File: src/rtl/serial_magnitude_comparator_pkg.sv
// Shared encodings for the bit-serial magnitude comparator: controller states
// and the 2-bit verdict code passed between the bit cell and the top level.
package serial_magnitude_comparator_pkg;

  localparam logic [0:0] ST_IDLE    = 1'b0;
  localparam logic [0:0] ST_COMPARE = 1'b1;

  localparam logic [1:0] VERDICT_EQ = 2'b00;
  localparam logic [1:0] VERDICT_GT = 2'b01;
  localparam logic [1:0] VERDICT_LT = 2'b10;

  // Fold the bit cell's greater/less flags into the verdict code.
  function automatic logic [1:0] verdict_of(input logic greater, input logic less);
    if (greater)   return VERDICT_GT;
    else if (less) return VERDICT_LT;
    else           return VERDICT_EQ;
  endfunction

endpackage

File: src/rtl/serial_magnitude_comparator_bit_cell.sv
// One-bit combinational compare cell. The invert input swaps the meaning of a
// differing bit pair, which is how a two's-complement sign bit is handled.
module comparator_bit_cell (
  input  logic a_bit,
  input  logic b_bit,
  input  logic invert,
  output logic greater,
  output logic less
);

  logic a_hi;
  logic b_hi;

  assign a_hi = a_bit & ~b_bit;
  assign b_hi = ~a_bit & b_bit;

  assign greater = invert ? b_hi : a_hi;
  assign less    = invert ? a_hi : b_hi;

endmodule

File: src/rtl/serial_magnitude_comparator.sv
// Bit-serial magnitude comparator: operands are captured on start, then
// compared MSB first, one bit per clock, until the first difference (when
// EARLY_EXIT=1) or the LSB. The verdict is registered and held between runs.
module serial_magnitude_comparator
  import serial_magnitude_comparator_pkg::*;
#(
  parameter int WIDTH      = 8,
  parameter int SIGNED     = 0,
  parameter int EARLY_EXIT = 1
) (
  input  logic                         clk,
  input  logic                         reset,
  input  logic                         start,
  input  logic [WIDTH-1:0]             a,
  input  logic [WIDTH-1:0]             b,
  output logic                         busy,
  output logic                         done,
  output logic                         gt,
  output logic                         eq,
  output logic                         lt,
  output logic [$clog2(WIDTH+1)-1:0]   nbits
);

  localparam int NB = $clog2(WIDTH+1);

  logic [0:0]       state;
  logic [WIDTH-1:0] shift_a;
  logic [WIDTH-1:0] shift_b;
  logic [1:0]       pending;
  logic             first_bit;
  logic             last_bit;
  logic             invert;
  logic             greater;
  logic             less;
  logic [1:0]       bit_verdict;
  logic [1:0]       final_verdict;
  logic             finish;

  assign busy      = (state == ST_COMPARE);
  assign first_bit = (nbits == '0);
  assign last_bit  = (nbits == NB'(WIDTH-1));
  // Only the sign bit (the first one examined) has inverted polarity.
  assign invert    = (SIGNED != 0) && first_bit;

  comparator_bit_cell u_bit_cell (
    .a_bit   (shift_a[WIDTH-1]),
    .b_bit   (shift_b[WIDTH-1]),
    .invert  (invert),
    .greater (greater),
    .less    (less)
  );

  // Resolve this cycle's bit against any earlier difference and decide
  // whether this is the terminating edge.
  always_comb begin
    // NOTE: every output gets a default first so no path can infer a latch.
    bit_verdict   = verdict_of(greater, less);
    final_verdict = pending;
    finish        = last_bit;
    if (pending == VERDICT_EQ) final_verdict = bit_verdict;
    if ((EARLY_EXIT != 0) && (bit_verdict != VERDICT_EQ)) finish = 1'b1;
  end

  // Controller: sequencing, bit count, first-difference latch and verdict.
  always_ff @(posedge clk) begin
    // NOTE: non-blocking assignments so all registers update from pre-edge values.
    if (reset) begin
      state   <= ST_IDLE;
      done    <= 1'b0;
      gt      <= 1'b0;
      eq      <= 1'b0;
      lt      <= 1'b0;
      nbits   <= '0;
      pending <= VERDICT_EQ;
    end else begin
      done <= 1'b0;
      case (state)
        ST_IDLE: begin
          if (start) begin
            state   <= ST_COMPARE;
            nbits   <= '0;
            pending <= VERDICT_EQ;
          end
        end
        default: begin
          nbits   <= nbits + NB'(1);
          pending <= final_verdict;
          if (finish) begin
            state <= ST_IDLE;
            done  <= 1'b1;
            gt    <= (final_verdict == VERDICT_GT);
            eq    <= (final_verdict == VERDICT_EQ);
            lt    <= (final_verdict == VERDICT_LT);
          end
        end
      endcase
    end
  end

  // Operand shift registers: load on accepted start, shift MSB-first while comparing.
  always_ff @(posedge clk) begin
    // NOTE: pure datapath, no reset; contents are only read while state is COMPARE.
    if ((state == ST_IDLE) && start) begin
      shift_a <= a;
      shift_b <= b;
    end else if (state == ST_COMPARE) begin
      shift_a <= {shift_a[WIDTH-2:0], 1'b0};
      shift_b <= {shift_b[WIDTH-2:0], 1'b0};
    end
  end

endmodule

File: config.mk
export PLATFORM = sky130hd
export DESIGN_NAME = serial_magnitude_comparator
export DESIGN_NICKNAME = d
export VERILOG_FILES = /design/src/rtl/serial_magnitude_comparator_pkg.sv /design/src/rtl/serial_magnitude_comparator_bit_cell.sv /design/src/rtl/serial_magnitude_comparator.sv
export SDC_FILE = /design/constraint.sdc
export NUM_CORES = 1
export LEC_CHECK = 0
export ABC_CLOCK_PERIOD_IN_PS = 1500
export BUFFER_PORTS_ARGS = -buffer_cell sky130_fd_sc_hd__clkbuf_2
export CELL_PAD_IN_SITES_DETAIL_PLACEMENT = 1
export CELL_PAD_IN_SITES_GLOBAL_PLACEMENT = 1
export CORE_MARGIN = 2
export CORE_UTILIZATION = 42
export DETAILED_ROUTE_END_ITERATION = 16
export HOLD_SLACK_MARGIN = 0.05
export PLACE_DENSITY = 0.8
export SETUP_SLACK_MARGIN = 0.2
export SLEW_MARGIN = 10
export SYNTH_ARGS = -nofsm -noshare
export SYNTH_HDL_FRONTEND = slang
export SYNTH_SLANG_ARGS = --single-unit
File: constraint.sdc
create_clock -name clk -period 1.5 [get_ports clk]
set_input_delay 0.15 -clock clk [delete_from_list [all_inputs] [get_ports clk]]
set_output_delay 0.15 -clock clk [all_outputs]
set_load 0.01 [all_outputs]
# --- After elaboration in Yosys (flattened, before gate mapping) ---
# Index checks and enable logic that the tools add are counted.
# Widths: inputs -> output; s select.
totals:
  inputBits: 19
  regBits: 27
  out_inout_bits: 9
op_classes:
  n_addsub: 1
  n_mux: 16
  n_bitwise: 5
  eq_ne: 3
  n_reduce_logical: 8
ops:
  columns: ["operator", "count"]
  rows:
  - ["$mux 8", 4]
  - ["$mux 2", 5]
  - ["$mux 4", 2]
  - ["$reduce_bool 2->1", 3]
  - ["$mux 1", 5]
  - ["$add 4x1->4 const B", 1]
  - ["$eq 4x3->1 const B", 1]
  - ["$logic_not 2->1", 2]
  - ["$not 1->1", 3]
  - ["$and 1x1->1", 2]
  - ["$eq 2x1->1 const B", 1]
  - ["$eq 2x2->1 const B", 1]
  - ["$reduce_and 2->1", 1]
  - ["$reduce_or 2->1", 1]
  - ["$logic_and 1x1->1", 1]

# --- Longest topological paths before layout ---
logic_depth:
  word_depth: 8
  depth_mapped: 5

# --- Modules after synthesis ---
# A second synthesis with hierarchy kept.
unflattened:
  hier_cells: 121
  hier_area_um2: 1179.9
modules_own_cells:
  columns: ["mod", "cells_each", "area_per_inst_um2", "n_inst"]
  rows:
  - ["serial_magnitude_comparator", 117, 1146.1, 1]
  - ["comparator_bit_cell", 4, 33.8, 1]

# --- Worst setup path after synthesis ---
# No wires, ideal clock.
synth_path:
  kind: "flip-flop to flip-flop"
  start: "reg state (netlist: busy)"
  end: "reg shift_a[1], data pin"
  path_stages_with_launch: 5
  path_buffers: 2
  period_less_slack_ns: 1.373
  arrival_ns: 1.113
  slack_ns: 0.127
  required_time_ns: 1.240
  path_cell_list: "dfxtp_1 and2b_1 buf_6 buf_6 mux2_4"
synth_between:
  elab_chain_len: 3
synth_lines:
  columns: ["item", "line_no", "source"]
  rows:
  - ["from (decl)", "serial_magnitude_comparator.sv:26", "logic [0:0] state;"]
  - ["from (signal assigned)", "serial_magnitude_comparator.sv:68", "state <= ST_IDLE;"]
  - ["from (signal assigned)", "serial_magnitude_comparator.sv:80", "state <= ST_COMPARE;"]
  - ["from (signal assigned)", "serial_magnitude_comparator.sv:89", "state <= ST_IDLE;"]
  - ["$not 1->1", null, null]
  - ["$logic_and 1x1->1", "serial_magnitude_comparator.sv:103", "if ((state == ST_IDLE) && start) begin"]
  - ["$mux 8", "serial_magnitude_comparator.sv:103", null]
  - ["to (signal assigned)", "serial_magnitude_comparator.sv:107", "shift_a <= {shift_a[WIDTH-2:0], 1'b0};"]
  - ["to (decl)", "serial_magnitude_comparator.sv:27", "logic [WIDTH-1:0] shift_a;"]
# No other way between the ends.
# A chain may end at the register's enable or synchronous reset.

# --- Worst setup path in the final report ---
layout_path:
  start: "reg shift_b[7]"
  end: "reg eq"
layout_between:
  elab_chain_len: 6
  word_cells_on_any_way: 10
  cone_classes: "4 x mux; 3 x bitwise; 3 x reduce/logical"
layout_lines:
  columns: ["item", "line_no", "source"]
  rows:
  - ["from (decl)", "serial_magnitude_comparator.sv:28", "logic [WIDTH-1:0] shift_b;"]
  - ["from (signal assigned)", "serial_magnitude_comparator.sv:108", "shift_b <= {shift_b[WIDTH-2:0], 1'b0};"]
  - ["$and 1x1->1 / $not 1->1 (equally long branches)", "serial_magnitude_comparator_bit_cell.sv:15, serial_magnitude_comparator_bit_cell.sv:14", null]
  - ["$mux 2 / $and 1x1->1 (equally long branches)", "serial_magnitude_comparator_pkg.sv:15, serial_magnitude_comparator_bit_cell.sv:14", null]
  - ["$mux 2 *", "serial_magnitude_comparator_pkg.sv:14", "if (greater) return VERDICT_GT;"]
  - ["$reduce_bool 2->1", "serial_magnitude_comparator.sv:61", "if ((EARLY_EXIT != 0) && (bit_verdict != VERDICT_EQ)) finish = 1'b1;"]
  - ["$mux 1", "serial_magnitude_comparator.sv:61", null]
  - ["$reduce_and 2->1 (no line)", null, null]
  - ["to (signal assigned)", "serial_magnitude_comparator.sv:92", "eq <= (final_verdict == VERDICT_EQ);"]
  - ["to (decl)", "serial_magnitude_comparator.sv:19", "output logic eq,"]
# Every way passes the cells marked *; elsewhere a longest branch is shown, timed or not.

==> summary by stage <==
Pwr
The worst-case IR drop observed on VDD is 635 µV. In this run the static leakage power is 0.000684 µW. In this run the power density over the cells is around 1000 nW/µm².

Clocking
The clock latency of the later-clocked register in the worst-skew pair is 0.32 ns. The number of clock sinks is 27. The number of H-tree levels is 1. The number of clock buffers inserted by TritonCTS is 3. The maximum root-to-sink buffer count is 2.

TritonCTS built the clock tree. The tree is rooted in a sky130_fd_sc_hd__clkbuf_4. Clock-pin slew was measured on the worst setup and hold paths at 0.14 ns.

Worst setup path
The longest individual stage delay on the worst path is about 0.43 ns. STA puts the critical path data arrival time at ~1.7 ns. The category of the worst setup path launch point is a flop. The startpoint-to-endpoint class of the critical path is reg -> reg. Walking the worst path, the cells encountered are inv_1 -> ha_2 -> a21o_4 -> mux2_1. The critical-path cell with the highest stage delay is sky130_fd_sc_hd__edfxtp_1. The worst setup path is captured at a flop. The required time of the critical path is 1.73 ns.

In this run the worst path has a maximum fanout of 4.

Flow run
Max-cap violations in this run came to 0.

Cells and area
The final net count is between 100 and 150. The area growth from synthesis to layout is 29.2%. 0 antenna diodes ended up in the layout. The number of standard cells in the final layout excluding fillers is roughly 160. The finished cells cover 1590 µm². Of the cells placed in the final design, the portion with a size suffix greater than 1 is 52.4%.

The top cell types in the final layout, fill and taps aside, are sky130_fd_sc_hd__clkbuf_2, sky130_fd_sc_hd__edfxtp_1, sky130_fd_sc_hd__mux2_4. The filler cells instantiated in the layout total between 200 and 300. The most common cell after layout, fill and taps aside is sky130_fd_sc_hd__clkbuf_2.

Synthesis
Summing the areas of all fa, ha and maj instances in the mapped netlist gives 3.05% of the synthesized area. After synthesis, the share of flip-flops with an asynchronous set or reset is 0%. Synthesis produced 92 cells. Of the total synthesized cell area, the portion taken by XOR and XNOR cells is 0%. After synthesis, flip-flops and latches occupy a little under three fifths of the total area. The dominant combinational cell family by area after synthesis is multiplexers. Counting every net in the synthesized netlist gives 114. The cell area after synthesis is 1230 µm².

The mean area per synthesized cell is approximately 13 µm². The simple-gate portion of the synthesized area is 11.6%. The count of yosys warnings during synthesis is 0. The prevailing post-synth register cell is sky130_fd_sc_hd__edfxtp_1. The mux share of post-synthesis cell area is a little under a fifth.

The count of different cell masters after synthesis is 32. The synthesized netlist devotes ~5.8% of its cell area to compound gates. The count of flip-flops with a built-in enable after synthesis is 16. The post-synthesis register bit count is 27.

STA
The number of failing hold endpoints at the final stage is 0. Setup total negative slack on the finished layout was measured at 0 ns. The ratio of final minimum period to clock period is around 97%.

Setup repair after global routing could not meet its margin everywhere. For the pin with the worst max-slew slack, the measured transition is 0.311 ns. The setup violation total in the final timing report is 0.

The minimum period implied by the final worst setup slack is between 1 and 1.5 ns. The achievable frequency is 691 MHz. The post-route clock skew is ~0.0042 ns.

The number of pins with negative max-slew slack in the final report came to 0. In this run the tightest slew margin relative to its limit is 79.3%.

Drt
The count of nets left with antenna violations once routing finished came out at 0. The detailed router's first-iteration violation count is 21. The average wire length per cell after detail routing is roughly 18 µm. The remaining routing DRC violations is 0. The number of iterations in the first detailed-routing pass is 3.

The routed via count divided by cell count is 5.26. The total vias in the final route is 826. After detailed routing, the total wire length is between 2000 and 3000 µm.

Place
The instance count after placement with tap cells included is between 100 and 150. After legalization and detailed placement, the total HPWL measured 1750 µm. Summing all placed instances gives a cell area of ~1400 µm². The final estimated routing congestion in global placement is 0.673.

The port buffer count is 27.

Min path
In this run the worst hold path is classified as in -> reg.

Global routing
The global-route wire length before repair is approximately 4000 µm. The via count of the first global-routing pass is 886. The maximum number of pins on one net before global-route repair is 18. The global-route usage over all layers is approximately 16%. The initial antenna violation count is 0. The total congestion overflow is 0.

Floorplanning
After floorplanning, the core was divided into 19 placement rows. The boundary pin count is 28. The horizontal die dimension is about 58 µm. The area enclosed by the die boundary is 3380 µm².

The die height is approximately 58 µm. Once the floorplan was initialized, standard cells occupied 44.3% of the core. In this run the standard cell core region covers 2780 µm².

Outcome
The run finished with clean final reports.
==> synthesized netlist by cell type, drive strengths merged (2+ instances only) <==
cell type | count | area (µm²)
and2 | 2 | 12.5
dfxtp | 11 | 220
ha | 3 | 37.5
mux2 | 16 | 206
nor2b | 5 | 31.3
a21oi | 2 | 10.0
mux2i | 2 | 20.0
nor3b | 2 | 15.0
edfxtp | 16 | 480
nand2b | 2 | 12.5
inv | 5 | 18.8
nor2 | 8 | 32.5
nand3b | 2 | 15.0
buf | 3 | 30.0
==> where the power goes <==
part / switching, µW / internal [µW] / total [µW] / leakage (µW)
clock network: 212 / 104 / 316 / 0.0000150
logic: 164 / 231 / 395 / 0.000416
registers: 40.1 / 886 / 926 / 0.000253
==> stage by stage <==
| stage | util, % | hold WS, ns | setup WS (ns) | power [µW] |
|---|---|---|---|---|
| floorplan | - | 0.334 | 0.171 | 1130 |
| global placement | 50.4 | 0.430 | 0.160 | 1200 |
| detailed placement | 50.4 | 0.436 | 0.0796 | 1220 |
| CTS | 52.5 | 0.0911 | 0.101 | 1560 |
| global route | 57.2 | 0.0830 | 0.0261 | 1720 |
| finish | 57.2 | 0.102 | 0.0525 | 1640 |
==> routing by layer <==
layer | share of wire [%] | track usage, % | wire length, µm
met1 | 40 | 18.4 | 1100
met2 | 54 | 29.7 | 1490
met3 | 2.7 | 2.01 | 73
met4 | 2.9 | 6.31 | 80
met5 | 0 | 0 | 0
==> state kept, by name (all words and copies together) (netlist names) <==
| name | count |
|---|---|
| done | 1 |
| shift_a | 8 |
| lt | 1 |
| busy | 1 |
| shift_b | 8 |
| pending | 2 |
| gt | 1 |
| nbits | 4 |
| eq | 1 |
==> kinds of logic (layout without fill, tap and decap cells) <==
group | count (synthesis) | count (layout)
flops | 27 | 27
compound gates | 10 | 10
fa+ha+maj | 3 | 3
buf+inv | 9 | 43
mux | 18 | 18
simple gates | 25 | 25
==> layout make-up <==
class | count | area (µm²) | share of cell area [%]
tap | 31 | 38.8 | 2.44
sequential | 27 | 704 | 44.3
timing repair buffer | 34 | 239 | 15.0
inverter | 5 | 21.3 | 1.34
multi-input combinational | 56 | 561 | 35.2
clock buffer | 4 | 26.3 | 1.65
==> final timing paths <==
check | from | end | slack (ns) | cells past startpoint
hold / removal | b[0] | shift_b[0]$_SDFFCE_PN0P_ | 0.10 | 2
setup reg to reg | shift_b[7]$_DFFE_PP_ | eq$_SDFFE_PP0P_ | 0.05 | 4
setup / recovery | shift_b[7]$_DFFE_PP_ | eq$_SDFFE_PP0P_ | 0.05 | 4
hold reg to reg | gt$_SDFFE_PP0P_ | gt$_SDFFE_PP0P_ | 0.49 | 2
==> critical path: cells and delay by family (launching register included) <==
family	cells	cell delay, ns
flip-flops	1	0.43
multiplexers	1	0.32
adder cells (fa/ha/maj)	1	0.28
AO/OA/AOI/OAI	1	0.24
buffers and inverters	1	0.09
==> what timing repair did <==
| item | 4_1_cts | 5_1_grt |
|---|---|---|
| resized for setup | 5 | 18 |
| buffers inserted | 2 | 1 |
| cloned | 0 | 2 |
| pin swaps | 1 | 1 |
| hold buffers | 0 | 0 |
| setup endpoints to repair | 9 | 20 |
| hold endpoints to repair | 0 | 0 |
No activity file was read; power rests on OpenSTA's default activity.
